**config.mk**
```make
export PLATFORM = sky130hd
export DESIGN_NAME = plab3_mem_writemergebuffer
export DESIGN_NICKNAME = d
export VERILOG_FILES = /design/src/rtl/plab3_mem_writemergebuffer.sv
export SDC_FILE = /design/constraint.sdc
export NUM_CORES = 1
export LEC_CHECK = 0
export BUFFER_PORTS_ARGS = -buffer_cell sky130_fd_sc_hd__buf_2
export CAP_MARGIN = 20
export CORE_MARGIN = 2
export CORE_UTILIZATION = 34
export CTS_CLUSTER_SIZE = 28
export DETAILED_ROUTE_END_ITERATION = 10
export GPL_TIMING_DRIVEN = 0
export SKIP_LAST_GASP = 1
export SYNTH_ARGS = -nofsm -noshare
export SYNTH_HDL_FRONTEND = slang
export SYNTH_SLANG_ARGS = --single-unit
```
**constraint.sdc**
```tcl
create_clock -name clk -period 7.3 [get_ports clk]
set_clock_uncertainty 0.2 [all_clocks]
set_input_delay 0.73 -clock clk [delete_from_list [all_inputs] [get_ports clk]]
set_output_delay 0.73 -clock clk [all_outputs]
set_load 0.01 [all_outputs]
```
**src/rtl/plab3_mem_writemergebuffer.sv**
```systemverilog
// Single-line write-merge buffer: coalesces 32-bit word writes into one 16B line
// and drains {line addr, 128b data, 16b byte enables} to the data-array write port.

module plab3_mem_decoderwben (
    input  logic [1:0]  in_off,
    output logic [15:0] out_wben
);
    assign out_wben = 16'h000F << {in_off, 2'b00};
endmodule

module plab3_mem_writemergebuffer #(
    parameter int p_addr_nbits = 32,
    parameter int p_data_nbits = 32,
    parameter int p_timeout    = 16
) (
    input  logic                      clk,
    input  logic                      reset_n,
    input  logic                      in_val,
    output logic                      in_rdy,
    input  logic [p_addr_nbits-1:0]   in_addr,
    input  logic [p_data_nbits-1:0]   in_data,
    input  logic                      flush,
    output logic                      out_val,
    input  logic                      out_rdy,
    output logic [p_addr_nbits-1:0]   out_addr,
    output logic [4*p_data_nbits-1:0] out_data,
    output logic [15:0]               out_wben,
    output logic                      empty
);
    localparam int         TAG_W      = p_addr_nbits - 4;
    localparam int         LINE_W     = 4 * p_data_nbits;
    localparam logic [7:0] TIMER_LAST = 8'(p_timeout - 1);

    typedef enum logic [1:0] {IDLE = 2'd0, MERGE = 2'd1, DRAIN = 2'd2} state_t;

    state_t            state_q, state_d;
    logic [TAG_W-1:0]  tag_q, tag_d;
    logic [LINE_W-1:0] data_q, data_d;
    logic [15:0]       mask_q, mask_d;
    logic [7:0]        timer_q, timer_d;
    logic              out_val_q, out_val_d;
    logic              empty_q, empty_d;

    logic [TAG_W-1:0]  in_tag;
    logic [1:0]        in_off;
    logic [15:0]       in_wben;
    logic [LINE_W-1:0] merged_data;
    logic [15:0]       merged_mask;
    logic              tag_match;
    logic              fire;
    logic              unused_addr_lsb;

    assign in_tag          = in_addr[p_addr_nbits-1:4];
    assign in_off          = in_addr[3:2];
    assign unused_addr_lsb = ^in_addr[1:0];
    assign tag_match       = (in_tag == tag_q);

    plab3_mem_decoderwben u_decoder_wben (
        .in_off   (in_off),
        .out_wben (in_wben)
    );

    // Ready is a function of state, address and flush only, so it never loops back on in_val.
    always_comb begin
        in_rdy = 1'b0;
        if (reset_n) begin
            case (state_q)
                IDLE:    in_rdy = 1'b1;
                MERGE:   in_rdy = tag_match & ~flush;
                default: in_rdy = 1'b0;
            endcase
        end
    end

    assign fire = in_val & in_rdy;

    always_comb begin
        merged_data = data_q;
        for (int k = 0; k < 4; k++) begin
            if (in_off == 2'(k)) begin
                merged_data[k*p_data_nbits +: p_data_nbits] = in_data;
            end
        end
        merged_mask = mask_q | in_wben;
    end

    always_comb begin
        state_d = state_q;
        tag_d   = tag_q;
        data_d  = data_q;
        mask_d  = mask_q;
        timer_d = timer_q;
        case (state_q)
            IDLE: begin
                if (fire) begin
                    tag_d   = in_tag;
                    data_d  = merged_data;
                    mask_d  = merged_mask;
                    timer_d = '0;
                    state_d = MERGE;
                end
            end
            MERGE: begin
                // A mismatching request is left pending; it is taken from IDLE after the drain.
                if (flush || (in_val && !tag_match)) begin
                    state_d = DRAIN;
                end else if (fire) begin
                    data_d  = merged_data;
                    mask_d  = merged_mask;
                    timer_d = '0;
                    if (merged_mask == 16'hFFFF) begin
                        state_d = DRAIN;
                    end
                end else if (timer_q == TIMER_LAST) begin
                    state_d = DRAIN;
                end else begin
                    timer_d = timer_q + 8'd1;
                end
            end
            DRAIN: begin
                if (out_rdy) begin
                    mask_d  = '0;
                    state_d = IDLE;
                end
            end
            default: state_d = IDLE;
        endcase
    end

    assign out_val_d = (state_d == DRAIN);
    assign empty_d   = (state_d == IDLE);

    always_ff @(posedge clk or negedge reset_n) begin
        if (!reset_n) begin
            state_q   <= IDLE;
            tag_q     <= '0;
            data_q    <= '0;
            mask_q    <= '0;
            timer_q   <= '0;
            out_val_q <= 1'b0;
            empty_q   <= 1'b1;
        end else begin
            state_q   <= state_d;
            tag_q     <= tag_d;
            data_q    <= data_d;
            mask_q    <= mask_d;
            timer_q   <= timer_d;
            out_val_q <= out_val_d;
            empty_q   <= empty_d;
        end
    end

    assign out_val  = out_val_q;
    assign empty    = empty_q;
    assign out_addr = {tag_q, 4'b0000};
    assign out_data = data_q;
    assign out_wben = mask_q;

endmodule

```
==> results of run 1 <==
-- worst max-delay path, delay by kind of cell --
kind,cells,cell delay [ns]
muxes,1,0.41
buffers and inverters,4,2.01
and+or+nand+nor,2,0.59
-- through the flow --
stage,total power [mW],instance area (um^2),instances
2_1_floorplan,2.280,8008,540
3_3_place_gp,2.800,9608,1099
3_5_place_dp,2.827,9646,1100
4_1_cts,3.801,10250,1132
5_1_grt,3.990,10250,1132
6_report,3.754,10260,1133
-- registers in the layout, indices dropped and copies added, names as in the netlist --
| register | count |
|---|---|
| tag_q | 28 |
| empty | 1 |
| out_wben | 16 |
| state_q | 2 |
| timer_q | 8 |
| out_val | 1 |
| out_data | 128 |
-- power by group through the flow --
| stage | sequential, mW | combinational, mW | clock (mW) |
|---|---|---|---|
| global placement | 1.61 | 1.19 | 0 |
| detailed placement | 1.62 | 1.20 | 0 |
| finish | 1.61 | 1.19 | 0.960 |
| global route | 1.66 | 1.30 | 1.04 |
| CTS | 1.61 | 1.21 | 0.987 |
| floorplan | 1.77 | 0.506 | 0 |
-- per-layer routing --
layer | vias to the layer above | global-route usage, % | share of wire (%)
li1 | 2416 | - | -
met1 | 2631 | 21.61 | 47
met2 | 206 | 24.12 | 44
met3 | 13 | 5.066 | 8.6
met4 | 0 | 4.372 | 0.96
met5 | - | 0 | 0
-- cell type report --
| type | count | area [um^2] | area share [%] |
|---|---|---|---|
| Multi-Input combinational cell | 316 | 3136 | 30.57 |
| Tap cell | 319 | 399.1 | 3.892 |
| Timing Repair Buffer | 241 | 1239 | 12.08 |
| Sequential cell | 184 | 4606 | 44.91 |
| Clock buffer | 18 | 429.2 | 4.184 |
| Inverter | 16 | 60.06 | 0.5856 |
| Buffer | 24 | 206.4 | 2.013 |
| Antenna cell | 1 | 2.502 | 0.02440 |
| Clock inverter | 14 | 178.9 | 1.745 |
-- cells by family (layout without fill, tap and decap cells) --
group | count (synthesis) | after routing
flip-flops | 184 | 184
multiplexers | 160 | 160
AND/OR/NAND/NOR | 76 | 76
AO/OA/AOI/OAI | 47 | 47
buffers and inverters | 40 | 313
XOR/XNOR | 28 | 28
adder cells (fa/ha/maj) | 1 | 1
other | 1 | 5
-- cells in the final DEF, fill, tap and decap left out, types with 4 or more instances in the layout --
master                      instances
sky130_fd_sc_hd__a21oi_1            5
sky130_fd_sc_hd__buf_4              7
sky130_fd_sc_hd__clkinv_4           4
sky130_fd_sc_hd__o21a_1             5
sky130_fd_sc_hd__inv_1             16
sky130_fd_sc_hd__nand3_1            7
sky130_fd_sc_hd__nand4_1            6
sky130_fd_sc_hd__inv_8              5
sky130_fd_sc_hd__buf_2            239
sky130_fd_sc_hd__xor2_1            16
sky130_fd_sc_hd__nor4_1             5
sky130_fd_sc_hd__clkbuf_16         17
sky130_fd_sc_hd__nand2_1           13
sky130_fd_sc_hd__conb_1             4
sky130_fd_sc_hd__dfrtp_1          183
sky130_fd_sc_hd__nor2_1            16
sky130_fd_sc_hd__buf_6             12
sky130_fd_sc_hd__o21ai_0            4
sky130_fd_sc_hd__a21boi_0          12
sky130_fd_sc_hd__mux2_4            78
sky130_fd_sc_hd__clkbuf_1           5
sky130_fd_sc_hd__mux2_2            79
sky130_fd_sc_hd__xnor2_1           12
-- worst max-delay path by stage --
| stage | from | to | slack, ns | depth (start not counted) |
|---|---|---|---|---|
| 5_1_grt | reset_n | tag_q[5] | 3.19 | 7 |
| 4_1_cts | reset_n | tag_q[1] | 3.46 | 7 |
| 3_3_place_gp | reset_n | out_data[110] | 0.44 | 7 |
| 3_5_place_dp | reset_n | tag_q[1] | 3.02 | 7 |
| 2_1_floorplan | in_addr[29] | in_rdy | 4.51 | 6 |
| 6_report | reset_n | tag_q[1] | 3.51 | 7 |
==> results.cfg, run 1 <==
[clocking]
clock_root_buffer_master = sky130_fd_sc_hd__clkbuf_16
clock_sinks = 184
cts_buffers = 17
tritoncts = yes
htree_num_levels = 4
holdBufCountCts = 0
clk_pin_slew_ns = 0.08
cts_resized = 0
cts-root-to-sink-buffers = 2
worstSkewPairLatency_ns = 0.43
postCtsSetupRepairBufs = 0

[cells_and_area]
area_delta_synth_final_pct = 28.26
final_core_util_pct = 44.09
total_of_fill_cells_in_the_finished_design = 2200
design.final.nets = 870
layout-drive-gt1-share_pct = 56.46

[sta]
timing_max_transition_violations_final = 0
slew_headroom_pct = 52.99
worst_hold_slack_ns = 0.08891
worst-slew-pin-transition_ns = 0.7051
grt_setup_unrepaired = no
fin_crit_ns = 3.790
final-hold-violation-count = 0
finalWorstSetupSlack_ns = 3.510
setup_violations = 0
tns_ns = 0
finalCritPeriodShare_pct = 51.92
fmaxAchievable_ghz = 0.2639

[pwr]
p_clk_share_pct = 25.6
sequential_share_of_power_pct = 42.8
p_leak_nw = 5.155
power_density_mw_per_mm2 = 366.0
share_comb_of_total_power_pct = 31.6
cellInternalPower_mw = 2.518
power.net_switching_mw = 1.236
switching_share_pct = 32.92
worst_ir_drop_vdd_uv = 153.4

[drt]
firstDrtPassIters = 4
routed_via_density = 4.648
drt.antenna.violating_nets = 0
detail_route.wirelength_um = 19110
routed_wire_length_per_instance_um = 16.86
drt-initial-drc-count = 256
route.detailed.drc = 0
routed-via-count = 5266

[placed_design]
globalplace.congestion = 0.7579
placement.setup.worst_slack_ns = 3.018
numPortBuffers = 240
dp.final_hpwl_um = 13790

[worst_setup_path]
worst_setup_slack_for_register_to_register_paths_ns = 4.28
cpPeakStageDelay_ns = 0.56
worstSetupEndpointType = flop
crit_fanout = 100
path_cells = buf_8, buf_16, nand2_1, nor3_1, clkbuf_1, buf_1, mux2_2
r2r-end = out_data[103]
worst_path_max_delay_cell = sky130_fd_sc_hd__clkbuf_1
worst_setup_path_start_kind = input port
critPathKind = input port to flop
worstPathRequired_ns = 7.42
r2r_cells = 7
critPathArrivalTime_ns = 3.91
worstReg2RegStart = tag_q[26]

[floorplan]
chipHeight_um = 157.4
floorplan.initialDensity_pct = 34.37
area_of_the_core_mm2 = 0.02326
boundaryPins = 248
die_width_um = 157.4
row_count = 56
die_area_mm2 = 0.02476

[global_routing]
grt_usage_pct = 15.81
grt_first_pass_wirelength_um = 30440
gr-total-overflow = 0
largest_net_degree_at_the_start_of_global_routing = 101
antenna_found_initial = 1
grt_pass1_vias = 5296

[synth]
muxShareOfSynthArea_pct = 26.16
yosysUniqueCellTypes = 52
compound_gate_fraction_of_synth_area_pct = 4.287
synthTopCellsByCount = sky130_fd_sc_hd__dfrtp_1 (183), sky130_fd_sc_hd__mux2_2 (79), sky130_fd_sc_hd__mux2_4 (78)
yosys-top-cells-area = sky130_fd_sc_hd__dfrtp_1 (57%), sky130_fd_sc_hd__mux2_4 (15%), sky130_fd_sc_hd__mux2_2 (11%), sky130_fd_sc_hd__xor2_1 (1.8%), sky130_fd_sc_hd__buf_6 (1.7%)
yosys.cell_count.top_type = sky130_fd_sc_hd__dfrtp_1
yosys.area_share.xor_xnor_pct = 3.067
synth_enable_flop_cells = 0
synth_top_cell_area_share_pct = 57.27
synth.largest_area_cell = sky130_fd_sc_hd__dfrtp_1
synth-seq-area-share_pct = 57.60
synth_adder_area_share_pct = 0.1565
synth_warnings = 0
avg_inst_size_synth_um2 = 14.89
syn-cell-area_mm2 = 0.007996
ys_async_sr_fraction_pct = 100.0
post_synth_inst_count = 537
postSynth.topFlopCell = sky130_fd_sc_hd__dfrtp_1
synth_seq_cells = 184
main_combinational_cell_family_by_area_after_synthesis = multiplexers
synthSimpleGateAreaFrac_pct = 5.351

[status]
result_of_the_run = finished, final reports clean

[hold_path]
hold_path_class = input port to asynchronous set/reset pin

[job]
drv.max_cap_violation_count = 0
Note: power is estimated with default switching activity, not from simulation.
==> run 2: changes to the inputs <==
Clock period 7.3 ns to 3.6 ns, I/O delays scaled along.
==> run 2 against run 1 <==
Compared with the run above:
- global-route usage grew 0.49 points
- non-clock buffer count grew 51
- routed wire length rose by 4.4%
- critical path depth increased by 2
- worst setup slack worse by 3.2 ns
- combinational power grew 110%
- sequential power rose by 100%
- first-iteration DRC count grew 1.6%
- worst hold slack worse by 0.068 ns
- register-to-register slack got worse by 3.7 ns
- via count up 3.5%
- design area is 5.3% higher
==> results.cfg, run 2 (synthesized netlist as in run 1, its figures left out) <==
[clocking]
tritoncts = yes
worstSkewPairLatency_ns = 0.43
cts_buffers = 17
clock_sinks = 184
cts-root-to-sink-buffers = 2
htree_num_levels = 4
clock_root_buffer_master = sky130_fd_sc_hd__clkbuf_16
clk_pin_slew_ns = 0.07

[cells_and_area]
total_of_fill_cells_in_the_finished_design = 2134
final_common_cell = sky130_fd_sc_hd__buf_2
design.final.nets = 921
final-seq-area_mm2 = 0.004606
area_delta_synth_final_pct = 35.07
most-common-layout-cells = sky130_fd_sc_hd__buf_2 (239), sky130_fd_sc_hd__dfrtp_1 (183), sky130_fd_sc_hd__mux2_2 (79)
multiInputGateArea_mm2 = 0.003136
largest_register_ffs = 128
layout-drive-gt1-share_pct = 53.47
final_core_util_pct = 46.43

[global_routing]
use_met3_pct = 5.149
grt_first_pass_wirelength_um = 31510
antenna_found_initial = 1
grt_usage_pct = 16.30
gr-total-overflow = 0
busiest_layer = met2
global_route.usage.met2_pct = 25.93
grt_pass1_vias = 5557
largest_net_degree_at_the_start_of_global_routing = 101
grt_util_met1_pct = 21.53

[drt]
detail_route.wirelength_um = 19950
drt-initial-drc-count = 260
routed-via-count = 5449
drt.antenna.violating_nets = 0
route.detailed.drc = 0
firstDrtPassIters = 5
routed_wire_length_per_instance_um = 16.85
routed_via_density = 4.602

[worst_setup_path]
worstSetupEndpoint = in_rdy
critPathKind = input port to output pin
r2r_cells = 7
cp_top_family = simple AND/OR/NAND/NOR gates
path_cells = dlygate4sd3_1, buf_2, xor2_1, nor4_1, nand4_1, nor2_1, a21oi_1, nor2b_1, buf_2
timing.critical_path.from = in_addr[20]
worstPathRequired_ns = 3.04
cp_num_cells = 9
worst-path-buf-inv = 3
cpPeakStageDelay_ns = 0.54
critPathMostFrequentCell = sky130_fd_sc_hd__buf_2
crit_fanout = 5
worst_setup_slack_for_register_to_register_paths_ns = 0.56
worst_setup_path_start_kind = input port
worstSetupEndpointType = output pin
worstReg2RegStart = tag_q[27]
r2r-end = out_data[107]
critPathArrivalTime_ns = 2.70
worst_path_max_delay_cell = sky130_fd_sc_hd__dlygate4sd3_1

[pwr]
p_leak_nw = 5.388
worst_ir_drop_vdd_uv = 310.7
power_density_mw_per_mm2 = 710.9

[sta]
tns_ns = 0
finalCritPeriodShare_pct = 90.52
final-hold-violation-count = 0
setup_violations = 0
grt_setup_unrepaired = no
slew_headroom_pct = 60.00
fmaxAchievable_ghz = 0.3069
worst-slew-pin-transition_ns = 0.6000
fin_crit_ns = 3.259
timing_max_transition_violations_final = 0

[job]
drv.max_cap_violation_count = 0

[floorplan]
die_width_um = 157.4
area_of_the_core_mm2 = 0.02326
die_area_mm2 = 0.02476
boundaryPins = 248
row_count = 56
floorplan.initialDensity_pct = 34.37
chipHeight_um = 157.4

[hold_path]
min_delay_path_depth = 2
hold_path_class = input port to flop

[placed_design]
globalplace.congestion = 0.7579
numPortBuffers = 240
dp.final_hpwl_um = 13790

[status]
result_of_the_run = finished, final reports clean
[run 2: per-layer routing]
layer | wire (um) | vias up
li1 | - | 2525
met5 | 0 | -
met3 | 1648 | 13
met2 | 9031 | 204
met4 | 194 | 0
met1 | 9072 | 2707
[run 2: worst reg2reg max path, cell delays in order (launching register included)]
cell	delay (ns)
sky130_fd_sc_hd__dfrtp_1	0.42
sky130_fd_sc_hd__xor2_1	0.17
sky130_fd_sc_hd__nor4_1	0.41
sky130_fd_sc_hd__nand4_1	0.33
sky130_fd_sc_hd__o21ba_2	0.38
sky130_fd_sc_hd__nor2_4	0.35
sky130_fd_sc_hd__buf_4	0.29
sky130_fd_sc_hd__mux2_2	0.36
[run 2: worst min path at each step]
stage | start | to | slack (ns)
after floorplan | reset_n | out_data[0] | -0.14
after global placement | out_data[120] | out_data[120] | 0.27
after detailed placement | reset_n | out_data[80] | 0.22
after CTS | in_data[0] | out_data[0] | 0.0009
after global routing | in_data[12] | out_data[76] | 0.0004
final | in_data[24] | out_data[24] | 0.02
[run 2: final cells by class]
class	instances	area share, %
inverter	16	0.5561
clock buffer	18	3.974
timing repair buffer	292	16.50
antenna	1	0.02317
sequential	184	42.64
buffer	24	1.923
clock inverter	14	1.657
multi-input combinational	316	29.03
tap	319	3.696
[run 2: timing repair]
item,CTS,global route
gates resized for setup,0,2
buffers inserted,0,0
hold buffers,50,0
hold endpoints to repair,185,0
endpoints found under the setup margin,0,19
[run 2: stage by stage]
step / area [um^2] / setup slack (ns) / hold WS (ns) / power, mW / cells
after floorplan: 8008 / 1.124 / -0.1356 / 4.624 / 540
after global placement: 9608 / -2.890 / 0.2658 / 5.677 / 1099
after detailed placement: 9646 / -0.3120 / 0.2231 / 5.732 / 1100
after CTS: 10770 / 0.07982 / 0.0009069 / 7.753 / 1182
after global routing: 10800 / 0.1183 / 0.0003801 / 8.153 / 1183
final: 10800 / 0.3413 / 0.02075 / 7.678 / 1184
[run 2: power by group]
| group | total (mW) | internal (mW) | switching, mW |
|---|---|---|---|
| Combinational | 2.47 | 1.35 | 1.12 |
| Sequential | 3.26 | 2.79 | 0.469 |
| Clock | 1.95 | 1.01 | 0.941 |
==> run 3: changes to the inputs <==
Settings changed: REMOVE_ABC_BUFFERS set to 1.
==> run 3 against run 2 <==
Compared with the run above:
- design area down 0.50%
- power up 0.33%
- critical path depth down 1
- combinational power about the same
- final cell count down 0.93%
- flip-flop and latch count unchanged
- worst setup slack worse by 0.0026 ns
- fmax about the same
- worst hold slack better by 0.0069 ns
- clock power about the same
- core utilization down 0.23 points
- critical endpoint is now out_data[16]
- largest power group unchanged
==> results.cfg, run 3 (synthesized netlist as in run 1, its figures left out) <==
[sta]
grt_setup_unrepaired = no
final-hold-violation-count = 0
setup_violations = 0
fmaxAchievable_ghz = 0.3066
worst-slew-pin-transition_ns = 0.8492
fin_crit_ns = 3.261
timing_max_transition_violations_final = 0
slew_headroom_pct = 43.08
finalCritPeriodShare_pct = 90.59

[worst_setup_path]
crit_fanout = 36
critPathArrivalTime_ns = 3.38
worst_setup_path_start_kind = input port
worstPathRequired_ns = 3.71
critPathKind = input port to flop
worstSetupEndpointType = flop

[status]
result_of_the_run = finished, final reports clean

[cells_and_area]
design.final.nets = 911
layout-drive-gt1-share_pct = 52.34
most-common-layout-cells = sky130_fd_sc_hd__buf_2 (240), sky130_fd_sc_hd__dfrtp_1 (183), sky130_fd_sc_hd__mux2_2 (79)
area_delta_synth_final_pct = 34.39
total_of_fill_cells_in_the_finished_design = 2159
finish.instance_area_mm2 = 0.01075
largest_register_ffs = 128
antenna-diode-count = 0
final_common_cell = sky130_fd_sc_hd__buf_2

[clocking]
htree_num_levels = 4
clock_root_buffer_master = sky130_fd_sc_hd__clkbuf_16
clock_sinks = 184
clk_pin_slew_ns = 0.08
worstSkewPairLatency_ns = 0.43
cts_buffers = 17
cts-root-to-sink-buffers = 2
tritoncts = yes
cts_resized = 0

[drt]
detail_route.wirelength_um = 19600
firstDrtPassIters = 4
routed_wire_length_per_instance_um = 16.71
routed_via_density = 4.550
drt.antenna.violating_nets = 0
drt-initial-drc-count = 175
route.detailed.drc = 0
routed-via-count = 5337

[floorplan]
die_area_mm2 = 0.02476
row_count = 56
area_of_the_core_mm2 = 0.02326
floorplan.initialDensity_pct = 34.37
die_width_um = 157.4
chipHeight_um = 157.4
boundaryPins = 248

[pwr]
p_leak_nw = 5.337
power_density_mw_per_mm2 = 716.8
worst_ir_drop_vdd_uv = 372.7
power.total_mw = 7.704

[placed_design]
globalplace.congestion = 0.7726
dpl_cell_area_mm2 = 0.009495
dp.final_hpwl_um = 12980
numPortBuffers = 241

[hold_path]
hold_path_class = input port to flop

[job]
drv.max_cap_violation_count = 0

[global_routing]
antenna_found_initial = 0
gr-total-overflow = 0
grt_usage_pct = 15.86
grt_pass1_vias = 5494
largest_net_degree_at_the_start_of_global_routing = 117
grt_first_pass_wirelength_um = 30470
-- run 3: cell count changes in the layout (fill, tap and decap cells not counted), sizes merged --
cell         delta
buf            -16
dlygate4sd3    +11
clkbuf          -6
diode           -1
inv             +1
-- run 3: repair_timing --
item / 4_1_cts / 5_1_grt
setup endpoints to repair: 0 / 0
endpoints found under the hold margin: 196 / 0
hold buffers: 61 / 0
buffers inserted: 0 / 0
-- run 3: cell type report --
| class | count | area [um^2] | share of cell area (%) |
|---|---|---|---|
| multi-input combinational | 316 | 3141 | 29.22 |
| clock inverter | 15 | 197.7 | 1.840 |
| timing repair buffer | 306 | 1918 | 17.85 |
| inverter | 16 | 60.06 | 0.5589 |
| sequential | 184 | 4606 | 42.86 |
| tap | 319 | 399.1 | 3.714 |
| clock buffer | 17 | 425.4 | 3.959 |
-- run 3: through the flow --
step           util, %  TNS (ns)  hold WS (ns)  std cells  worst slack (ns)
4_1_cts          46.20         0      0.002959       1173            0.3391
3_3_place_gp     40.44  -1210.87        0.2645       1076            -5.872
6_report         46.20         0       0.02767       1173            0.3388
3_5_place_dp     40.82         0        0.1679       1080           0.02722
5_1_grt          46.20         0       0.01105       1173            0.2319
2_1_floorplan        -    -66.38       -0.1356        516           -0.6450
-- run 3: layer usage --
metal	wire length [um]	track usage, %	vias up
met3	802	3.800	29
met2	9737	26.41	128
met1	8609	20.19	2684
li1	-	-	2496
met4	453	5.541	0
met5	0	0	-
-- run 3: path summary, 6_finish.rpt --
| check | start | to | slack, ns | cells past startpoint |
|---|---|---|---|---|
| worst max-delay path | reset_n | out_data[16] | 0.34 | 8 |
| worst min-delay path | in_data[8] | out_data[40] | 0.03 | 2 |
| worst max register to register | state_q[1] | out_data[16] | 0.52 | 5 |
| worst min register to register | out_data[120] | out_data[120] | 0.29 | 1 |
| max in group asynchronous | reset_n | out_data[81] | 2.27 | 3 |
| min in group asynchronous | reset_n | state_q[1] | 0.36 | 3 |
-- run 3: worst max-delay path, cell delays in order --
cell and delay, ns:
sky130_fd_sc_hd__dlygate4sd3_1 0.56, sky130_fd_sc_hd__buf_8 0.16, sky130_fd_sc_hd__nand2_1 0.08, sky130_fd_sc_hd__nor3_2 0.65, sky130_fd_sc_hd__buf_6 0.26, sky130_fd_sc_hd__o21ba_2 0.24, sky130_fd_sc_hd__nand2b_4 0.53, sky130_fd_sc_hd__mux2_4 0.48
-- run 3: where the power goes --
group | switching, mW | internal (mW) | leakage, nW
Clock | 0.941 | 1.01 | 0.303
Combinational | 1.15 | 1.35 | 2.80
Sequential | 0.456 | 2.79 | 2.23
